`src/rtl/intra4_mode_sched_if.sv`:
```
// Handshake and data bundle between the 4x4 intra mode scheduler and its
// residual bank / mode-decision front end.
`default_nettype none

interface intra4_mode_sched_if #(
  parameter int NUM_MODES = 8,
  parameter int SAD_W     = 12
);
  logic                 start;
  logic [NUM_MODES-1:0] mode_mask;
  logic [7:0]           res [16];
  logic                 res_en;
  logic [2:0]           mode_sel;
  logic                 busy;
  logic                 done;
  logic [2:0]           best_mode;
  logic [SAD_W-1:0]     best_sad;
  logic                 best_valid;

  modport master (
    output start, mode_mask, res,
    input  res_en, mode_sel, busy, done, best_mode, best_sad, best_valid
  );

  modport slave (
    input  start, mode_mask, res,
    output res_en, mode_sel, busy, done, best_mode, best_sad, best_valid
  );
endinterface

`default_nettype wire

```
`src/rtl/intra4_mode_sched.sv`:
```
// 4x4 intra residual scheduler: pulses the residual bank, scans enabled modes
// and keeps the lowest-SAD mode. Optional macro INTRA4_SAD_EARLY_EXIT_EN.
`default_nettype none

module intra4_mode_sched #(
  parameter int NUM_MODES = 8,
  parameter int SAD_W     = 12
) (
  input  logic                clk,
  input  logic                reset,
  intra4_mode_sched_if.slave  bus
);

  typedef enum logic [1:0] {
    IDLE = 2'd0,
    LOAD = 2'd1,
    SCAN = 2'd2,
    DONE = 2'd3
  } state_t;

  state_t               state;
  state_t               state_nxt;
  logic [NUM_MODES-1:0] mask_q;
  logic [NUM_MODES-1:0] mask_rest;
  logic [2:0]           mode_q;
  logic [2:0]           best_mode_q;
  logic [SAD_W-1:0]     best_sad_q;
  logic                 best_valid_q;
  logic [SAD_W-1:0]     cur_sad;
  logic [7:0]           mag;
  logic                 take_best;
  logic                 early_exit;

  function automatic logic [2:0] lowest_bit(input logic [NUM_MODES-1:0] m);
    lowest_bit = '0;
    for (int i = NUM_MODES - 1; i >= 0; i--) begin
      if (m[i]) lowest_bit = 3'(i);
    end
  endfunction

  // Two's-complement negate in 8 bits maps -128 to 8'h80, which read unsigned is 128.
  always_comb begin
    cur_sad = '0;
    mag     = '0;
    for (int i = 0; i < 16; i++) begin
      mag     = bus.res[i][7] ? (~bus.res[i] + 8'd1) : bus.res[i];
      cur_sad = cur_sad + SAD_W'(mag);
    end
  end

  assign mask_rest = mask_q & ~(NUM_MODES'(1) << mode_q);
  assign take_best = !best_valid_q || (cur_sad < best_sad_q);

`ifdef INTRA4_SAD_EARLY_EXIT_EN
  assign early_exit = (cur_sad == '0);
`else
  assign early_exit = 1'b0;
`endif

  always_ff @(posedge clk or negedge reset) begin
    if (!reset) state <= IDLE;
    else        state <= state_nxt;
  end

  always_comb begin
    state_nxt = state;
    case (state)
      IDLE:    if (bus.start) state_nxt = LOAD;
      LOAD:    state_nxt = (mask_q == '0) ? DONE : SCAN;
      SCAN:    if ((mask_rest == '0) || early_exit) state_nxt = DONE;
      DONE:    state_nxt = IDLE;
      default: state_nxt = IDLE;
    endcase
  end

  always_ff @(posedge clk or negedge reset) begin
    if (!reset) begin
      mask_q       <= '0;
      mode_q       <= '0;
      best_mode_q  <= '0;
      best_sad_q   <= '1;
      best_valid_q <= 1'b0;
    end else begin
      case (state)
        IDLE: begin
          if (bus.start) begin
            mask_q       <= bus.mode_mask;
            best_mode_q  <= '0;
            best_sad_q   <= '1;
            best_valid_q <= 1'b0;
          end
        end
        LOAD: mode_q <= lowest_bit(mask_q);
        SCAN: begin
          if (take_best) begin
            best_mode_q  <= mode_q;
            best_sad_q   <= cur_sad;
            best_valid_q <= 1'b1;
          end
          mask_q <= mask_rest;
          mode_q <= lowest_bit(mask_rest);
        end
        default: mode_q <= '0;
      endcase
    end
  end

  assign bus.res_en     = (state == LOAD);
  assign bus.busy       = (state != IDLE);
  assign bus.done       = (state == DONE);
  assign bus.mode_sel   = (state == SCAN) ? mode_q : 3'd0;
  assign bus.best_mode  = best_mode_q;
  assign bus.best_sad   = best_sad_q;
  assign bus.best_valid = best_valid_q;

endmodule

`default_nettype wire
```
`src/flat_wrapper.sv`:
```
// flat-port wrapper written by rule: the top's interface ports become plain ports
module intra4_mode_sched_flat 
#(
  parameter int NUM_MODES = 8,
  parameter int SAD_W     = 12
)
  (clk, reset, bus_start, bus_mode_mask, bus_res, bus_res_en, bus_mode_sel, bus_busy, bus_done, bus_best_mode, bus_best_sad, bus_best_valid);
  intra4_mode_sched_if #(.NUM_MODES(NUM_MODES), .SAD_W(SAD_W)) bus_i ();
  input  logic clk;
  input  logic reset;
  input wire logic [$bits(bus_i.start)-1:0] bus_start;
  input wire logic [$bits(bus_i.mode_mask)-1:0] bus_mode_mask;
  input wire logic [$bits(bus_i.res)-1:0] bus_res;
  output wire logic [$bits(bus_i.res_en)-1:0] bus_res_en;
  output wire logic [$bits(bus_i.mode_sel)-1:0] bus_mode_sel;
  output wire logic [$bits(bus_i.busy)-1:0] bus_busy;
  output wire logic [$bits(bus_i.done)-1:0] bus_done;
  output wire logic [$bits(bus_i.best_mode)-1:0] bus_best_mode;
  output wire logic [$bits(bus_i.best_sad)-1:0] bus_best_sad;
  output wire logic [$bits(bus_i.best_valid)-1:0] bus_best_valid;
  assign bus_i.start = bus_start;
  assign bus_i.mode_mask = bus_mode_mask;
  assign bus_i.res = {>>{bus_res}};
  assign bus_res_en = bus_i.res_en;
  assign bus_mode_sel = bus_i.mode_sel;
  assign bus_busy = bus_i.busy;
  assign bus_done = bus_i.done;
  assign bus_best_mode = bus_i.best_mode;
  assign bus_best_sad = bus_i.best_sad;
  assign bus_best_valid = bus_i.best_valid;
  intra4_mode_sched #(.NUM_MODES(NUM_MODES), .SAD_W(SAD_W)) u_core (.clk(clk), .reset(reset), .bus(bus_i));
endmodule
```
`config.mk`:
```
export PLATFORM = sky130hd
export DESIGN_NAME = intra4_mode_sched_flat
export DESIGN_NICKNAME = d
export VERILOG_FILES = /design/src/rtl/intra4_mode_sched_if.sv /design/src/rtl/intra4_mode_sched.sv /design/src/flat_wrapper.sv
export SDC_FILE = /design/constraint.sdc
export NUM_CORES = 1
export LEC_CHECK = 0
export CAP_MARGIN = 20
export CORE_UTILIZATION = 45
export DETAILED_ROUTE_END_ITERATION = 8
export GPL_TIMING_DRIVEN = 0
export PLACE_DENSITY = 0.73
export SYNTH_ARGS = -nofsm -noshare
export SYNTH_HDL_FRONTEND = slang
export SYNTH_SLANG_ARGS = --single-unit
```
`constraint.sdc`:
```
create_clock -name clk -period 3 [get_ports clk]
set_input_delay 0.6 -clock clk [delete_from_list [all_inputs] [get_ports clk]]
set_output_delay 0.6 -clock clk [all_outputs]
set_load 0.02 [all_outputs]
```
## Word-level counts from Yosys, hierarchy flattened

Index checks and enable logic that the tools add are counted.

- Input bits: 139
- Output and inout port bits: 22
- Bits in registers: 29
- Word-level logic and storage cells: 122

- Mux-type cells: 49
- Reductions and logical operators: 10
- Shift-type cells: 1
- $add $sub $neg: 31
- Magnitude comparators: 1
- Bitwise logic cells: 18
- Equality and inequality tests: 6

Operators with widths:

| cell | number |
|---|---|
| 12-bit by 8-bit adder with 12-bit output | 14 |
| 8-bit 2-to-1 mux | 17 |
| 8-bit NOT | 17 |
| 8-bit by 1-bit adder with 8-bit output, second input constant | 16 |
| 3-bit 2-to-1 mux | 19 |
| 12-bit 2-to-1 mux | 2 |
| 12-bit one-hot mux with 2 select lines | 1 |
| 8-bit logical NOT | 2 |
| 8-bit one-hot mux with 2 select lines | 1 |
| 12-bit less-than comparator | 1 |
| 8-bit by 8-bit adder with 9-bit output | 1 |
| 3-bit one-hot mux with 3 select lines | 1 |
| 8-bit bitwise AND | 1 |
| 2-bit one-hot mux with 4 select lines | 1 |
| 1-bit by 3-bit left shift with 8-bit output, first input constant | 1 |
| 3-bit one-hot mux with 2 select lines | 1 |
| 2-bit == test, second input constant | 2 |
| 2-bit 2-to-1 mux | 2 |
| 2-bit by 1-bit != test with 1-bit output, second input constant | 2 |
| 2-bit AND reduction | 2 |
| 2-bit nonzero test | 2 |
| 1-bit 2-to-1 mux | 3 |
| 3-bit AND reduction | 1 |
| 2-bit by 1-bit == test with 1-bit output, second input constant | 1 |
| 5 further kinds | 5 |

## Depth between registers and ports, before layout

Gate-level depths: netlist of the first run.

- Depth after elaboration: 22
- Gate-level depth with buffers: 35
- Mapped depth without buffers: 34

## Least setup slack after synthesis of the first run

Ideal clock, no wire load.

- Path type: input to register
- From: in bus_res[112]
- To: reg u_core.best_sad_q[10] (netlist: u_core.bus.best_sad[10])
- Slack: -5.232 ns
- Arrival: 8.157 ns
- Stages on the path: 34
- Cells stage by stage: inv_1 > ha_1 > nand2b_1 > xnor2_1 > ha_1 > nor2b_1 > o21ai_0 > a21oi_1 > o21ai_0 > nand2b_1 > xnor2_1 > fa_1 > fa_1 > fa_1 > fa_1 > inv_1 > fa_1 > inv_1 > fa_1 > inv_1 > ha_1 > a41oi_1 > o21ai_0 > o31ai_1 > xor2_1 > inv_1 > ha_1 > a21o_1 > a21o_1 > a21oi_1 > nor2_1 > nor3_2 > buf_2 > mux2i_1

- Cells in the longest elaborated chain, start to end: 22

RTL lines:

| element | line | RTL |
|---|---|---|
| start: declaration | flat_wrapper.sv:13 | `input wire logic [$bits(bus_i.res)-1:0] bus_res;` |
| 8-bit NOT | intra4_mode_sched.sv:46 | `mag = bus.res[i][7] ? (~bus.res[i] + 8'd1) : bus.res[i];` |
| 8-bit by 1-bit adder with 8-bit output | intra4_mode_sched.sv:46 |  |
| 8-bit 2-to-1 mux (*) | intra4_mode_sched.sv:46 |  |
| 8-bit by 8-bit adder with 9-bit output (*) | intra4_mode_sched.sv:47 | `cur_sad = cur_sad + SAD_W'(mag);` |
| 12-bit by 8-bit adder with 12-bit output (*) (14 in series) | intra4_mode_sched.sv:47 |  |
| 12-bit less-than comparator | intra4_mode_sched.sv:52 | `assign take_best = !best_valid_q \|\| (cur_sad < best_sad_q);` |
| 1-bit logical OR | intra4_mode_sched.sv:52 |  |
| 2-bit by 1-bit != test with 1-bit output (no source line) | - |  |
| 3-bit AND reduction (no source line) | - |  |
| end signal: assignment | intra4_mode_sched.sv:97 | `best_sad_q <= cur_sad;` |
| end: declaration | intra4_mode_sched.sv:27 | `logic [SAD_W-1:0] best_sad_q;` |

Every way passes the cells marked *; elsewhere a longest branch is shown, timed or not. The select of a mux whose other input is x is not followed.
A chain may end at the register's enable or synchronous reset.

## Final worst setup path of the first run

- From: in bus_res[112]
- To: reg u_core.best_mode_q[2] (netlist: u_core.bus.best_mode[2])

- Cells in the longest elaborated chain, start to end: 22

RTL lines:

| element | line | RTL |
|---|---|---|
| 8-bit NOT | intra4_mode_sched.sv:46 |  |
| 8-bit by 1-bit adder with 8-bit output | intra4_mode_sched.sv:46 |  |
| 8-bit 2-to-1 mux (*) | intra4_mode_sched.sv:46 |  |
| 8-bit by 8-bit adder with 9-bit output (*) | intra4_mode_sched.sv:47 |  |
| 12-bit by 8-bit adder with 12-bit output (*) (14 in series) | intra4_mode_sched.sv:47 |  |
| 12-bit less-than comparator (*) | intra4_mode_sched.sv:52 |  |
| 1-bit logical OR (*) | intra4_mode_sched.sv:52 |  |
| 2-bit by 1-bit != test with 1-bit output (no source line) (*) | - |  |
| 3-bit AND reduction (no source line) (*) | - |  |
| end signal: assignment | intra4_mode_sched.sv:96 | `best_mode_q <= mode_q;` |
| end: declaration | intra4_mode_sched.sv:26 | `logic [2:0] best_mode_q;` |

Every way passes the cells marked *; elsewhere a longest branch is shown, timed or not.

==> flow_metrics.tcl, run 1 <==
set metrics [dict create \
    hold_viol 0 \
    maxCapViolCount 0 \
    routedWlPerCell_um 15.0 \
    grt_pass1_vias 6467 \
    tightest_slew_ps 576 \
    area_growth_syn_to_layout_pct 36.8 \
    slew-limit-headroom 0.605 \
    yosys_warnings 0 \
    grt_pass1_wl_um 30600 \
    final_common_cell "clkdlybuf4s50_1" \
    postSynth.asyncResetShare 1.00 \
    clkLatencyLatePin_ps 270 \
    yosysSeqAreaShare 0.103 \
    cpMaxStageDelayCell "fa_1" \
    synth_area_per_cell_um2 8.91 \
    numCtsBuffers 5 \
    violations "negative setup slack" \
    routed_wl_um 18000 \
    die_w_um 128 \
    nets 1292 \
    synthCells 804 \
    row_count 45 \
    diodes 0 \
    antenna_found_initial 0 \
    clockBufferDepth 2 \
    design_area_um2 9800 \
    finalWeightedCongestion 0.873 \
    initial_utilization 0.466 \
    worstPathArrival_ps 7990 \
    max_stage_delay_ps 580 \
    cts_sinks 29 \
    postRouteAntennaNets 0 \
    fill_cells 1264 \
    layout_common_cells "clkdlybuf4s50_1, inv_1, fa_1" \
    status "complete, but fails checks" \
    yosysUniqueCellTypes 55 \
    gr-usage-all-layers 0.234 \
    drc 0 \
    ys.flop_type "dfrtp_1" \
    rsz0062_at_grt "true" \
    routed-via-count 6141 \
    cts.htree.levels 2 \
    fin_worst_skew_ps 5.11 \
    cts_tree "yes" \
    dr.pass1.iters 4 \
    ys_seq_elements 29 \
    critPathMaxFanout 4 \
    placed_area_um2 9280 \
    fin_ws_ps -4830 \
    hp-class "reg -> reg" \
    path_class "in -> reg" \
    viasPerCell 5.10 \
    drive_gt1_frac 0.131 \
    required_ps 3150 \
    min_period_ps 7830 \
    start_kind "input port" \
    root_buffer "clkbuf_16" \
    end_kind "flip-flop" \
    slew_violations 0 \
    path_clk_slew_ps 50 \
    max_freq_mhz 128 \
    tns_ps -71610 \
    synth-edff-count 0 \
    die_h_um 128 \
    finalHoldWorstSlack_ps 503 \
    fin_crit_sh 2.61 \
    port-buffer-count 160 \
    grt_overflow 0 \
    core_um2 15400 \
    hpwl_um 15400 \
    drt_iter0_drc 233 \
    die-area_um2 16400 \
    yosysTopAreaCellShare 0.285 \
    syn_area_um2 7160 \
    grt_max_degree 21 \
    setup_violations 15 \
    cp_common_cell "fa_1" \
    syn-num-nets 1104 \
    pin_count 161 \
    yosysTopAreaCell "fa_1" \
    postCtsHoldBufs 0 \
    synthTopCellsByArea "fa_1, ha_1, inv_1, xnor2_1, dfrtp_1" \
]
-- final timing paths --
| check | start | endpoint | slack (ps) | cells past startpoint |
|---|---|---|---|---|
| min in group asynchronous | reset | u_core.bus.best_mode[1]$_DFFE_PN0P_ | 710 | 1 |
| hold reg to reg | u_core.bus.best_sad[3]$_DFFE_PN1P_ | u_core.bus.best_sad[3]$_DFFE_PN1P_ | 500 | 2 |
| setup / recovery | bus_res[112] | u_core.bus.best_mode[2]$_DFFE_PN0P_ | -4830 | 35 |
| setup reg to reg | u_core.bus.best_sad[7]$_DFFE_PN1P_ | u_core.bus.best_mode[2]$_DFFE_PN0P_ | 660 | 9 |
| hold / removal | u_core.bus.best_sad[3]$_DFFE_PN1P_ | u_core.bus.best_sad[3]$_DFFE_PN1P_ | 500 | 2 |
| max in group asynchronous | reset | u_core.bus.best_sad[10]$_DFFE_PN1P_ | 1710 | 2 |
-- worst max-delay path, delay by kind of cell --
| kind | cells | cell delay (ps) |
|---|---|---|
| AO/OA/AOI/OAI | 9 | 1220 |
| XOR/XNOR | 2 | 380 |
| adder cells (fa/ha/maj) | 10 | 4180 |
| buffers and inverters | 8 | 660 |
| multiplexers | 1 | 290 |
| AND/OR/NAND/NOR | 5 | 660 |
-- area by class of cell --
class                   count  area [um^2]  area share
well taps                 211          264      0.0269
plain buffers               8         40.0     0.00409
clock buffers               6          129      0.0132
inverters                 154          601      0.0613
multi-input cells         612         6210       0.633
flip-flops and latches     29          741      0.0756
clock inverters             2         10.0     0.00102
repair buffers            182         1810       0.185
-- cell families (layout without fill, tap and decap cells) --
family,after synthesis,in the layout,synth area share
simple gates,199,199,0.151
buf+inv,163,352,0.0857
fa+ha+maj,161,161,0.388
compound gates,141,141,0.131
xor+xnor,92,92,0.112
flops,29,29,0.103
mux,19,19,0.0281
-- Yosys cell counts (3+ instances only) --
library cell / number
xor2_1: 37
nor4bb_1: 3
inv_1: 154
nand3b_1: 12
nor4_1: 10
clkbuf_1: 7
and2_1: 4
nor3_1: 9
xnor2_1: 55
a21o_1: 13
a21oi_1: 22
fa_1: 102
a22o_1: 6
nand2b_1: 32
nor2b_1: 11
or3_1: 21
mux2i_1: 13
dfstp_2: 12
o22ai_1: 3
ha_1: 59
nor4b_1: 5
dfrtp_1: 17
o41ai_1: 11
o21ai_0: 47
nor2_1: 28
nand3_1: 5
nand2_1: 51
mux2_2: 5
o31ai_1: 18
-- registers in the layout (all words and copies together), names as in the netlist --
| register | cells |
|---|---|
| u_core.bus.best_sad | 12 |
| u_core.mask_q | 8 |
| u_core.bus.best_mode | 3 |
| u_core.mode_q | 3 |
| u_core.state | 2 |
| u_core.bus.best_valid | 1 |
-- stage by stage --
stage,setup slack [ps],util,instances
global route,-5160,0.638,1204
finish,-4830,0.638,1204
floorplan,-4590,-,804
global placement,-5900,0.602,1175
detailed placement,-5940,0.604,1176
CTS,-4790,0.633,1199
-- routing by layer --
layer / share of wire / track usage / up-vias
met4: 0.0085 / 0.0353 / 0
li1: - / - / 3029
met2: 0.48 / 0.402 / 135
met3: 0.050 / 0.0351 / 12
met1: 0.46 / 0.319 / 2965
met5: 0 / 0 / -
-- timing repair --
item                                    4_1_cts  5_1_grt
pin swaps                                    25       13
gates cloned                                  1        0
gates resized for setup                      79       14
buffers inserted                             15        6
endpoints found under the setup margin       17       17
Power of run 1 is left out: the tool's default activity adds up to more than one toggle a clock period on the data nets, which glitch-free logic cannot reach.
==> run 2, diff against run 1 <==
ABC_CLOCK_PERIOD_IN_PS = 3000   (was not set)
==> results of run 2 <==
Same layout as run 1: the final DEF is identical, and so are final timing and power.
Power of run 2 is left out for the same reason.
